[config.mk]
export PLATFORM = sky130hd
export DESIGN_NAME = multicycle_control_unit
export DESIGN_NICKNAME = d
export VERILOG_FILES = /design/src/rtl/cpu_ctrl_pkg.sv /design/src/rtl/mem_wait_timer.sv /design/src/rtl/multicycle_control_unit.sv
export SDC_FILE = /design/constraint.sdc
export NUM_CORES = 1
export LEC_CHECK = 0
export CAP_MARGIN = 25
export CORE_ASPECT_RATIO = 0.5
export CORE_MARGIN = 2
export CORE_UTILIZATION = 40
export DETAILED_ROUTE_END_ITERATION = 6
export GPL_TIMING_DRIVEN = 0
export HOLD_SLACK_MARGIN = 0.06
export PLACE_DENSITY_LB_ADDON = 0.3
export SLEW_MARGIN = 30
export SYNTH_ARGS = -nofsm -noshare
export SYNTH_HDL_FRONTEND = slang
export SYNTH_HIERARCHICAL = 1
export SYNTH_SLANG_ARGS = --single-unit
export TNS_END_PERCENT = 20
[constraint.sdc]
create_clock -name clk -period 3.9 [get_ports clk]
set_input_delay 0.39 -clock clk [delete_from_list [all_inputs] [get_ports clk]]
set_output_delay 0.39 -clock clk [all_outputs]
set_load 0.05 [all_outputs]
[src/rtl/cpu_ctrl_pkg.sv]
// Shared definitions for the multicycle control unit: state encodings,
// opcodes (also used by instruction_decoder) and datapath select encodings.
// Pure constants and one helper function; no logic of its own.
package cpu_ctrl_pkg;

    // FSM state encoding
    typedef logic [2:0] state_t;
    localparam state_t ST_IDLE   = 3'd0;
    localparam state_t ST_FETCH  = 3'd1;
    localparam state_t ST_DECODE = 3'd2;
    localparam state_t ST_EXEC   = 3'd3;
    localparam state_t ST_MEM    = 3'd4;
    localparam state_t ST_WB     = 3'd5;
    localparam state_t ST_HALTED = 3'd6;

    // Opcodes
    localparam logic [5:0] OP_RTYPE = 6'b000000;
    localparam logic [5:0] OP_ADDI  = 6'b000001;
    localparam logic [5:0] OP_LD    = 6'b001000;
    localparam logic [5:0] OP_ST    = 6'b001001;
    localparam logic [5:0] OP_BR    = 6'b001010;
    localparam logic [5:0] OP_BZ    = 6'b001011;
    localparam logic [5:0] OP_CALL  = 6'b001100;
    localparam logic [5:0] OP_MOVE  = 6'b010010;
    localparam logic [5:0] OP_HALT  = 6'b010110;
    localparam logic [5:0] OP_NOP   = 6'b010111;
    localparam logic [5:0] OP_RET   = 6'b011000;

    // PC source select
    localparam logic [1:0] PC_SEL_PC4    = 2'd0;
    localparam logic [1:0] PC_SEL_BRANCH = 2'd1;
    localparam logic [1:0] PC_SEL_MEM    = 2'd2;

    // Writeback source select
    localparam logic [1:0] WB_SEL_ALU = 2'd0;
    localparam logic [1:0] WB_SEL_MEM = 2'd1;

    // ALU operation mode
    localparam logic [1:0] ALU_ADD   = 2'd0;
    localparam logic [1:0] ALU_FUNCT = 2'd1;
    localparam logic [1:0] ALU_SUB   = 2'd2;

    // True for every opcode the control unit knows how to sequence.
    function automatic logic opcode_known(input logic [5:0] op);
        case (op)
            OP_RTYPE, OP_ADDI, OP_LD, OP_ST, OP_BR, OP_BZ,
            OP_CALL, OP_MOVE, OP_HALT, OP_NOP, OP_RET: return 1'b1;
            default:                                    return 1'b0;
        endcase
    endfunction

endpackage

[src/rtl/mem_wait_timer.sv]
// Counts consecutive cycles a memory request waits without a ready response.
// expired is combinational and rises in the MEM_TIMEOUT-th unanswered cycle.
// No backpressure; counter clears whenever req is low or ready is high.
module mem_wait_timer #(
    parameter int MEM_TIMEOUT = 16
) (
    input  logic clk,
    input  logic rst,
    input  logic req,
    input  logic ready,
    output logic expired
);

    localparam int CW = $clog2(MEM_TIMEOUT + 1);
    localparam logic [CW-1:0] LAST = CW'(MEM_TIMEOUT - 1);

    logic [CW-1:0] count;

    // Count unanswered request cycles, saturating at the last allowed cycle.
    always_ff @(posedge clk) begin
        if (rst) begin
            count <= '0;
        end else if (!req || ready) begin
            count <= '0;
        end else if (count != LAST) begin
            count <= count + CW'(1);
        end
    end

    // A request still unanswered in its final allowed cycle is a bus error.
    assign expired = req && !ready && (count == LAST);

endmodule

[src/rtl/multicycle_control_unit.sv]
// Multicycle control FSM: fetch/decode/execute/memory/writeback sequencing.
// Latency per instruction 2..5 cycles with mem_ready high; +1 per wait cycle.
// Memory backpressure via mem_ready holds FETCH/MEM; bounded by a bus timeout.
module multicycle_control_unit
    import cpu_ctrl_pkg::*;
#(
    parameter int MEM_TIMEOUT = 16,
    parameter int CNT_W       = 32
) (
    input  logic             clk,
    input  logic             rst,
    input  logic             start,
    input  logic [5:0]       opcode,
    input  logic             zero,
    input  logic             mem_ready,
    output logic             mem_req,
    output logic             mem_we,
    output logic             ir_write,
    output logic             pc_write,
    output logic [1:0]       pc_sel,
    output logic             reg_write,
    output logic [1:0]       wb_sel,
    output logic             alu_src_imm,
    output logic [1:0]       alu_mode,
    output logic             sp_inc,
    output logic             sp_dec,
    output logic             halted,
    output logic             illegal_op,
    output logic             bus_error,
    output logic [CNT_W-1:0] retired
);

    state_t     state;
    state_t     state_nxt;
    logic [5:0] op_q;
    logic       retire_inc;
    logic       expired;

    mem_wait_timer #(
        .MEM_TIMEOUT (MEM_TIMEOUT)
    ) u_timer (
        .clk     (clk),
        .rst     (rst),
        .req     (mem_req),
        .ready   (mem_ready),
        .expired (expired)
    );

    // Next-state selection and retirement detection.
    always_comb begin
        state_nxt  = state;
        retire_inc = 1'b0;
        case (state)
            ST_IDLE: begin
                if (start) state_nxt = ST_FETCH;
            end
            ST_FETCH: begin
                if (expired)        state_nxt = ST_HALTED;
                else if (mem_ready) state_nxt = ST_DECODE;
            end
            ST_DECODE: begin
                // Decide on the live opcode; op_q only becomes valid next cycle.
                if (opcode == OP_HALT) begin
                    state_nxt  = ST_HALTED;
                    retire_inc = 1'b1;
                end else if (opcode == OP_NOP || !opcode_known(opcode)) begin
                    state_nxt  = ST_FETCH;
                    retire_inc = 1'b1;
                end else begin
                    state_nxt  = ST_EXEC;
                end
            end
            ST_EXEC: begin
                case (op_q)
                    OP_LD, OP_ST, OP_CALL, OP_RET: state_nxt = ST_MEM;
                    OP_BR, OP_BZ: begin
                        state_nxt  = ST_FETCH;
                        retire_inc = 1'b1;
                    end
                    default: state_nxt = ST_WB;
                endcase
            end
            ST_MEM: begin
                if (expired) begin
                    state_nxt = ST_HALTED;
                end else if (mem_ready) begin
                    if (op_q == OP_LD) begin
                        state_nxt = ST_WB;
                    end else begin
                        state_nxt  = ST_FETCH;
                        retire_inc = 1'b1;
                    end
                end
            end
            ST_WB: begin
                state_nxt  = ST_FETCH;
                retire_inc = 1'b1;
            end
            ST_HALTED: state_nxt = ST_HALTED;
            default:   state_nxt = ST_IDLE;
        endcase
    end

    // State, latched opcode, sticky bus error and retired counter.
    always_ff @(posedge clk) begin
        if (rst) begin
            state     <= ST_IDLE;
            op_q      <= '0;
            bus_error <= 1'b0;
            retired   <= '0;
        end else begin
            state <= state_nxt;
            if (state == ST_DECODE) op_q <= opcode;
            if (expired)            bus_error <= 1'b1;
            if (retire_inc)         retired <= retired + CNT_W'(1);
        end
    end

    // Datapath strobes decoded from state, op_q, zero and mem_ready.
    always_comb begin
        mem_req     = 1'b0;
        mem_we      = 1'b0;
        ir_write    = 1'b0;
        pc_write    = 1'b0;
        pc_sel      = PC_SEL_PC4;
        reg_write   = 1'b0;
        wb_sel      = WB_SEL_ALU;
        alu_src_imm = 1'b0;
        alu_mode    = ALU_ADD;
        sp_inc      = 1'b0;
        sp_dec      = 1'b0;
        illegal_op  = 1'b0;
        case (state)
            ST_FETCH: begin
                mem_req = 1'b1;
                if (mem_ready) begin
                    ir_write = 1'b1;
                    pc_write = 1'b1;
                    pc_sel   = PC_SEL_PC4;
                end
            end
            ST_DECODE: begin
                illegal_op = !opcode_known(opcode);
            end
            ST_EXEC: begin
                case (op_q)
                    OP_RTYPE: alu_mode = ALU_FUNCT;
                    // MOVE relies on the decoder presenting imm = 0.
                    OP_ADDI, OP_MOVE, OP_LD, OP_ST: alu_src_imm = 1'b1;
                    OP_BR: begin
                        pc_write = 1'b1;
                        pc_sel   = PC_SEL_BRANCH;
                    end
                    OP_BZ: begin
                        alu_mode = ALU_SUB;
                        if (zero) begin
                            pc_write = 1'b1;
                            pc_sel   = PC_SEL_BRANCH;
                        end
                    end
                    OP_CALL: sp_dec = 1'b1;
                    default: ;
                endcase
            end
            ST_MEM: begin
                mem_req = 1'b1;
                mem_we  = (op_q == OP_ST) || (op_q == OP_CALL);
                if (mem_ready) begin
                    if (op_q == OP_CALL) begin
                        pc_write = 1'b1;
                        pc_sel   = PC_SEL_BRANCH;
                    end else if (op_q == OP_RET) begin
                        pc_write = 1'b1;
                        pc_sel   = PC_SEL_MEM;
                        sp_inc   = 1'b1;
                    end
                end
            end
            ST_WB: begin
                reg_write = 1'b1;
                wb_sel    = (op_q == OP_LD) ? WB_SEL_MEM : WB_SEL_ALU;
            end
            default: ;
        endcase
    end

    assign halted = (state == ST_HALTED);

endmodule
Word-level counts from Yosys, hierarchy flattened
Memories as Yosys holds them, arrays and structs flattened.
Cells that the tools add are included.
Storage, ports and cells
  memories kept: 2
  bits of input ports: 11
  bits in read-only memories: 64
  word-level logic and storage cells: 98
  register bits after elaboration: 47
  output and inout port bits: 49
Memories
  (no name shown): words 32, bits a word 1, read ports 1, clocked after memory_dff 0, wr ports 0, line cpu_ctrl_pkg.sv:45  | case (op)
  (no name shown): words 32, bits a word 1, read ports 1, clocked after memory_dff 0, wr ports 0, line cpu_ctrl_pkg.sv:45
Operators by class
  add/sub/neg operators: 2
  equal/unequal tests: 21
  multiplexer cells: 51
  reduce and logical (&&, ||, !) cells: 17
Operators by type and width (count)
  $add 32x1->32 const B: 1
  $mux 1: 31
  $eq 6x4->1 const B: 5
  $eq 6x5->1 const B: 4
  $mux 3: 7
  $pmux 3 s7: 1
  $mux 2: 5
  $eq 3x3->1 const B: 3
  $pmux 2 s2: 2
  $reduce_or 4->1: 2
  $eq 3x2->1 const B: 2
  $eq 6x1->1 const B: 1
  $logic_not 6->1: 1
  $ne 3x3->1 const B: 2
  $pmux 3 s2: 1
  $reduce_or 2->1: 3
  $add 5x1->5 const B: 1
  $eq 5x4->1 const B: 1
  $ne 5x4->1 const B: 1
  $logic_not 1->1: 4
  $pmux 1 s2: 2
  $pmux 1 s4: 1
  $eq 3x1->1 const B: 1
  $logic_not 3->1: 1
  other kinds (5): 8

Logic depth before layout (Yosys ltp)
Gate-level depths: netlist (run 1).
An unclocked memory read counts as a cell.
  word-level depth: 9
  mapped depth: 12
  depth with buffers taken out: 10

Hierarchy
Netlist (run 1), hierarchy kept.
By module, submodules not included
  multicycle_control_unit: area an instance 2469.9 um^2, cells an instance 308, times used 1
  mem_wait_timer: area an instance 261.5 um^2, cells an instance 25, times used 1

Least setup slack after synthesis (run 1)
No wires, ideal clock.
  kind: reg-to-output
  start point: register state[2]
  end point: output port pc_write
  data arrival time: 2881 ps
  data required time: 3510 ps
  path buffers: 1
  cell stages (with the launch flop): 6
  path slack: 629 ps
  cells stage by stage: dfxtp_1 -> buf_4 -> nor3b_4 -> nand2_2 -> nor4bb_1 -> or3_1
Between the ends
  cells in the longest elaborated chain, start to end: 2
Ends and longest elaborated chain
  start: declaration: line multicycle_control_unit.sv:33  | state_t state;
  start signal: assignment: line multicycle_control_unit.sv:112  | state <= state_nxt;
  $eq 3x3->1 (tied with other cells): line multicycle_control_unit.sv:133  | case (state)
  $pmux 1 s3 (*): line multicycle_control_unit.sv:133
  end: declaration: line multicycle_control_unit.sv:19  | output logic pc_write,
Every way passes the cells marked *; elsewhere a longest branch is shown, timed or not.

Worst setup path in the final report (run 1)
  start point: register u_timer.count[0]
  end point: register retired[26]
Between the ends
  cells in the longest elaborated chain, start to end: 4
Ends and longest elaborated chain
  start: declaration: line mem_wait_timer.sv:17  | logic [CW-1:0] count;
  start signal: assignment: line mem_wait_timer.sv:26  | count <= count + CW'(1);
  $eq 5x4->1: line mem_wait_timer.sv:31  | assign expired = req && !ready && (count == LAST);
  $logic_and 1x1->1: line mem_wait_timer.sv:31
  via expired: line multicycle_control_unit.sv:37  | logic expired;
  $mux 1: line multicycle_control_unit.sv:84  | if (expired) begin
  $pmux 1 s4: line multicycle_control_unit.sv:53  | case (state)
  end signal: assignment: line multicycle_control_unit.sv:115  | if (retire_inc) retired <= retired + CNT_W'(1);
  end: declaration: line multicycle_control_unit.sv:30  | output logic [CNT_W-1:0] retired
The timed path passes the listed nets, and every way through them passes these cells.
A chain may end at the register's enable or synchronous reset.

==> impl_metrics.yaml, run 1 <==
detailed_routing:
  vias_per_cell: 5.29
  vias: 2597
  wl_per_cell_microns: 13.7
  wirelength_mm: 6.71
  final_antenna_net_count: 0
  drcViolationCount: 0
  drtPass1Iterations: 4
  dr.first_iter.drc_count: 147
timing:
  fin_skew_ns: 0.00416
  fin_tns_setup_ns: 0
  period_needed_ns: 2.99
  worst_pin_slew_ns: 0.573
  hold_violations: 0
  slew_viol_final: 0
  timing.final.crit_share_pct: 76.7
  rsz0062_at_grt: "no"
  fmax_ghz: 0.334
  slew_headroom_pct: 61.8
  finalSetupViolCount: 0
clock_network:
  htreeDepth: 2
  clk_pin_slew_ns: 0.06
  post_cts_resized: 0
  post-cts-setup-buffers: 0
  cts_inserted_buffers: 5
  cts_tree: "yes"
  root_buffer: "clkbuf_16"
  holdBufCountCts: 0
  clockBufferDepth: 2
  clk_latency_ns: 0.28
  cts_sinks: 47
global_routing:
  first_global_vias: 2426
  grt_usage_pct: 18.3
  gr-total-overflow: 0
  grt_pass1_wl_mm: 11.4
  grt_max_degree: 14
  antenna_found_initial: 0
placed_design:
  placed_cells: 483
  dp_hpwl_mm: 4.95
  gp_congestion: 0.847
  io_buffer_count: 58
synth:
  syn_nets: 347
  yosysTopAreaCell: "dfxtp_1"
  synth_cells: 333
  syn_area_per_cell_sq_um: 8.20
  yosysUniqueCellTypes: 57
  ys_warn_count: 6
  synth_async_sr_flop_share_pct: 0
  synth_top_area_share_pct: 34.4
  syn_area_sq_um: 2730
  ys_seq_area_share_pct: 34.4
  ys_seq_elements: 47
  yosys_most_used_dff: "dfxtp_1"
  synth_area_leaders: "dfxtp_1, xor2_1, nor2_1, a21oi_1, o21ai_0"
  synth_edf_count: 0
critical_path:
  start_kind: "register"
  arrival_ns: 3.16
  cp_slowest_cell: "o311ai_4"
  end_kind: "register"
  cp_num_buf_inv: 3
  cp_top_family: "simple AND/OR/NAND/NOR gates"
  slowest_delay_ns: 0.42
  cp_cell_sequence: "ha_1 -> and3_1 -> ha_1 -> buf_6 -> and3b_2 -> buf_2 -> o311ai_4 -> and2_1 -> buf_6 -> o21ai_4 -> nor3_1 -> mux2_1"
  crit_fanout: 10
  crit_type: "reg2reg"
  worst_ep_required_time_ns: 4.07
pwr:
  p_per_area_nw_per_um2: 308
  leakagePower_nw: 1.28
  peakVddDrop_uv: 170
floorplan:
  start_util_pct: 41.1
  rows: 21
  die_y_microns: 62.4
  design.die.area_sq_um: 7550
  die_w_microns: 121
  ios: 60
  fp.coreArea_sq_um: 6650
cells_and_area:
  fin_cells: 491
  most-common-layout-cells: "clkdlybuf4s50_1, nor2_1, dfxtp_1, xor2_1"
  design.final.nets: 412
  antenna_cells: 0
  layout_commonest_cell: "clkdlybuf4s50_1"
  area_delta_synth_final_pct: 31.2
  drive_gt1_share_pct: 8.27
run:
  cap_violations: 0
worst_hold_path:
  hp-class: "reg2reg"
status:
  outcome: "completed"
==> final timing paths <==
path                                       start                to  slack (ns)  cells past startpoint
worst max-delay path            u_timer/count[0]       retired[26]        0.91                     12
worst min-delay path            u_timer/count[4]  u_timer/count[4]        0.50                      2
worst max register to register  u_timer/count[0]       retired[26]        0.91                     12
worst min register to register  u_timer/count[4]  u_timer/count[4]        0.50                      2
==> power by group <==
group / switching, mW / total (mW) / internal, mW
registers: 0.00627 / 0.495 / 0.489
logic: 0.103 / 0.164 / 0.0607
clock network: 0.171 / 0.443 / 0.273
==> synth_stat cells (2+ instances only) <==
master and n:
nand2_1 21, nor4b_1 3, o22ai_1 2, nor4bb_1 2
clkbuf_1 12, a21oi_1 21, a22oi_1 2, buf_4 2
mux2i_1 2, nand4_1 6, or4_1 3, buf_6 4
dfxtp_1 47, nand2b_1 2, or3_1 8, nand3_1 9
inv_1 7, xor2_1 24, xnor2_1 2, ha_1 3
nor2_1 54, o21ai_0 19, nor3_1 9, buf_2 6
and2_1 7, nor2b_1 3, and3_1 6, and4_1 4
o2111ai_1 6, o31a_1 2, o211ai_1 7, nand3b_1 3
==> registers in the layout, indices dropped and copies added, names as in the netlist <==
register and cells:
bus_error 1, op_q 6, u_timer/count 5, state 3, retired 32
==> worst reg2reg max path, stage by stage, from the launching register on <==
cell	delay (ns)
dfxtp_1	0.36
ha_1	0.22
and3_1	0.18
ha_1	0.19
buf_6	0.13
and3b_2	0.19
buf_2	0.18
o311ai_4	0.42
and2_1	0.22
buf_6	0.17
o21ai_4	0.09
nor3_1	0.18
mux2_1	0.34
==> cell type report <==
cell class / instances / area (sq um)
clock buffers: 8 / 156
inverters: 7 / 26.3
well taps: 92 / 115
multi-input cells: 254 / 1620
fillers: 622 / 3060
flip-flops and latches: 47 / 941
plain buffers: 25 / 140
repair buffers: 58 / 581
==> kinds of logic (layout without fill, tap and decap cells) <==
family                     count (synthesis)  in the layout  synth area share, %
buffers and inverters                     32             98                 6.09
other                                      1              1                0.137
AOI/OAI and AO/OA                         70             70                 17.4
DFF                                       47             47                 34.4
xor gates and xnor gates                  26             26                 8.34
adders and majority gates                  4              4                 1.74
muxes                                      3              3                 1.15
and+or+nand+nor                          150            150                 30.7
==> layer usage <==
metal / vias to the layer above / part of all wire [%] / track usage [%]
met1: 1216 / 47 / 24.1
met2: 66 / 48 / 30.9
li1: 1311 / - / -
met5: - / 0 / 0
met3: 4 / 5.0 / 4.01
met4: 0 / 0.54 / 4.07
==> per-stage QoR <==
stage	hold WS [ns]	util, %	setup WS, ns	instance area, sq um	power [mW]
2_1_floorplan	0.459	-	0.629	2730	0.619
3_3_place_gp	0.469	51.6	1.02	3430	0.665
3_5_place_dp	0.490	51.6	0.958	3430	0.669
4_1_cts	0.505	53.9	0.941	3580	1.11
5_1_grt	0.539	53.9	0.761	3580	1.15
6_report	0.499	53.9	0.909	3580	1.10
Power figures use the tool's default switching activity.
==> run 2: changes to the inputs <==
- clock period: 3.9 -> 2.6 ns (I/O delays scaled with it)
==> impl_metrics.yaml, run 2 (synthesis results as in run 1) <==
timing:
  fin_skew_ns: 0.00396
  slew_headroom_pct: 58.7
  slew_viol_final: 0
  setup_slack_ns: 0.0499
  period_needed_ns: 2.55
  fmax_ghz: 0.392
  finalSetupViolCount: 0
  worst_pin_slew_ns: 0.619
  hold_violations: 0
  rsz0062_at_grt: "yes"
  timing.final.crit_share_pct: 98.1
floorplan:
  fp.coreArea_sq_um: 6650
  ios: 60
  rows: 21
  die_w_microns: 121
  design.die.area_sq_um: 7550
  start_util_pct: 41.1
  die_y_microns: 62.4
critical_path:
  critPathMostFrequentCell: "ha_4"
  end_kind: "register"
  slowest_delay_ns: 0.39
  worst_ep_required_time_ns: 2.82
  cp_top_family: "simple AND/OR/NAND/NOR gates"
  r2r_end: "retired[28]"
  start_kind: "register"
  crit_type: "reg2reg"
  cp_cell_sequence: "ha_4 -> and3_4 -> ha_4 -> and3b_2 -> o311ai_4 -> buf_4 -> and2_4 -> buf_12 -> o21ai_2 -> or3_4 -> a21oi_2"
  regToRegSetupSlack_ns: 0.05
  reg2regPathDepth: 11
  crit-reg2reg-launch: "u_timer/count[1]"
  crit_fanout: 7
  cp_slowest_cell: "or3_4"
  cp_num_buf_inv: 2
  arrival_ns: 2.77
detailed_routing:
  vias: 2661
  drcViolationCount: 0
  final_antenna_net_count: 0
  wl_per_cell_microns: 14.8
  vias_per_cell: 5.39
  dr.first_iter.drc_count: 217
  drtPass1Iterations: 4
  wirelength_mm: 7.33
global_routing:
  grt_max_degree: 15
  grt_pass1_wl_mm: 12.0
  grt_usage_pct: 19.4
  first_global_vias: 2509
  gr-total-overflow: 0
  antenna_found_initial: 0
status:
  outcome: "completed"
pwr:
  peakVddDrop_uv: 248
  power_mw: 1.71
  p_per_area_nw_per_um2: 458
  p_sw_uw: 435
  switching_share_pct: 25.5
  leakagePower_nw: 1.44
  power.internal_mw: 1.27
  comb_power_share_pct: 15.1
  pwr-share-seq_pct: 43.4
  clkPwrFrac_pct: 41.5
clock_network:
  cts_inserted_buffers: 5
  root_buffer: "clkbuf_16"
  clockBufferDepth: 2
  clk_latency_ns: 0.28
  cts_sinks: 47
  htreeDepth: 2
  cts_tree: "yes"
  clk_pin_slew_ns: 0.06
worst_hold_path:
  hold_start: "bus_error"
  holdPathStages: 2
  whs_endpoint: "bus_error"
  hp-class: "reg2reg"
cells_and_area:
  largest_register: "retired"
  drive_gt1_share_pct: 12.7
  area_delta_synth_final_pct: 36.6
  layout_commonest_cell: "nor2_1"
  most-common-layout-cells: "nor2_1, clkdlybuf4s50_1, dfxtp_1, xor2_1, nand2_1"
  final_area_sq_um: 3730
  largest_reg_flops: 32
  antenna_cells: 0
  top_regs: "retired: 32 flops, op_q: 6 flops, u_timer/count: 5 flops"
  design.final.nets: 416
placed_design:
  dp_hpwl_mm: 5.22
  post-place-ws_ns: -0.232
  io_buffer_count: 58
  place_area_sq_um: 3450
  gp_congestion: 0.834
run:
  cap_violations: 0
run 2: cell count changes in the layout (fill, tap and decap cells not counted), moves of 3 or more:
cell / delta
buf_4: +5
dlygate4sd2_1: +3
clkdlybuf4s50_1: -9
dlymetal6s2s_1: +6
clkbuf_1: -3
run 2: layout make-up:
class | count | area [sq um]
repair buffers | 65 | 661
fillers | 598 | 2920
well taps | 92 | 115
flip-flops and latches | 47 | 948
multi-input cells | 254 | 1700
plain buffers | 22 | 115
clock buffers | 5 | 125
clock inverters | 2 | 37.5
inverters | 7 | 26.3
run 2: worst max-delay path by stage:
stage          slack [ns]     endpoint              from  cells after the start
3_3_place_gp        -0.17  retired[26]  u_timer/count[0]                     12
4_1_cts             -0.05  retired[26]  u_timer/count[1]                     12
3_5_place_dp        -0.23  retired[25]  u_timer/count[0]                     10
5_1_grt             -0.03  retired[25]  u_timer/count[1]                      9
6_report             0.05  retired[28]  u_timer/count[1]                     11
2_1_floorplan        0.02     pc_write          state[2]                      5
run 2: metal layers:
metal / GRT usage, % / share of wire, % / vias up
met1: 25.8 / 47 / 1258
met2: 33.4 / 48 / 79
met3: 3.38 / 4.4 / 5
li1: - / - / 1319
met5: 0 / 0 / -
met4: 3.92 / 0.59 / 0
run 2: power by group through the flow:
stage | registers [mW] | clock network, mW | logic [mW]
after floorplan | 0.763 | 0 | 0.171
after global placement | 0.757 | 0 | 0.245
after detailed placement | 0.758 | 0 | 0.253
after CTS | 0.742 | 0.723 | 0.256
after global routing | 0.742 | 0.766 | 0.280
final | 0.741 | 0.710 | 0.259
run 2: worst reg2reg max path, stage by stage, from the launching register on:
cell and delay [ns]:
dfxtp_4 0.36, ha_4 0.15, and3_4 0.17, ha_4 0.18
and3b_2 0.24, o311ai_4 0.32, buf_4 0.18, and2_4 0.17
buf_12 0.12, o21ai_2 0.08, or3_4 0.39, a21oi_2 0.11
run 2: through the flow:
stage               hold WS [ns]  util [%]  cells  TNS, ns
floorplan                  0.396         -    333        0
global placement           0.470      51.9    483    -1.92
detailed placement         0.484      51.9    483    -3.29
CTS                        0.498      55.8    496   -0.150
global route               0.531      56.1    494  -0.0290
finish                     0.487      56.1    494        0
run 2: timing repair:
action,in CTS,in global routing
resized for setup,14,13
hold buffers,0,0
pin swaps,7,3
endpoints found under the setup margin,31,21
buffers inserted,7,0
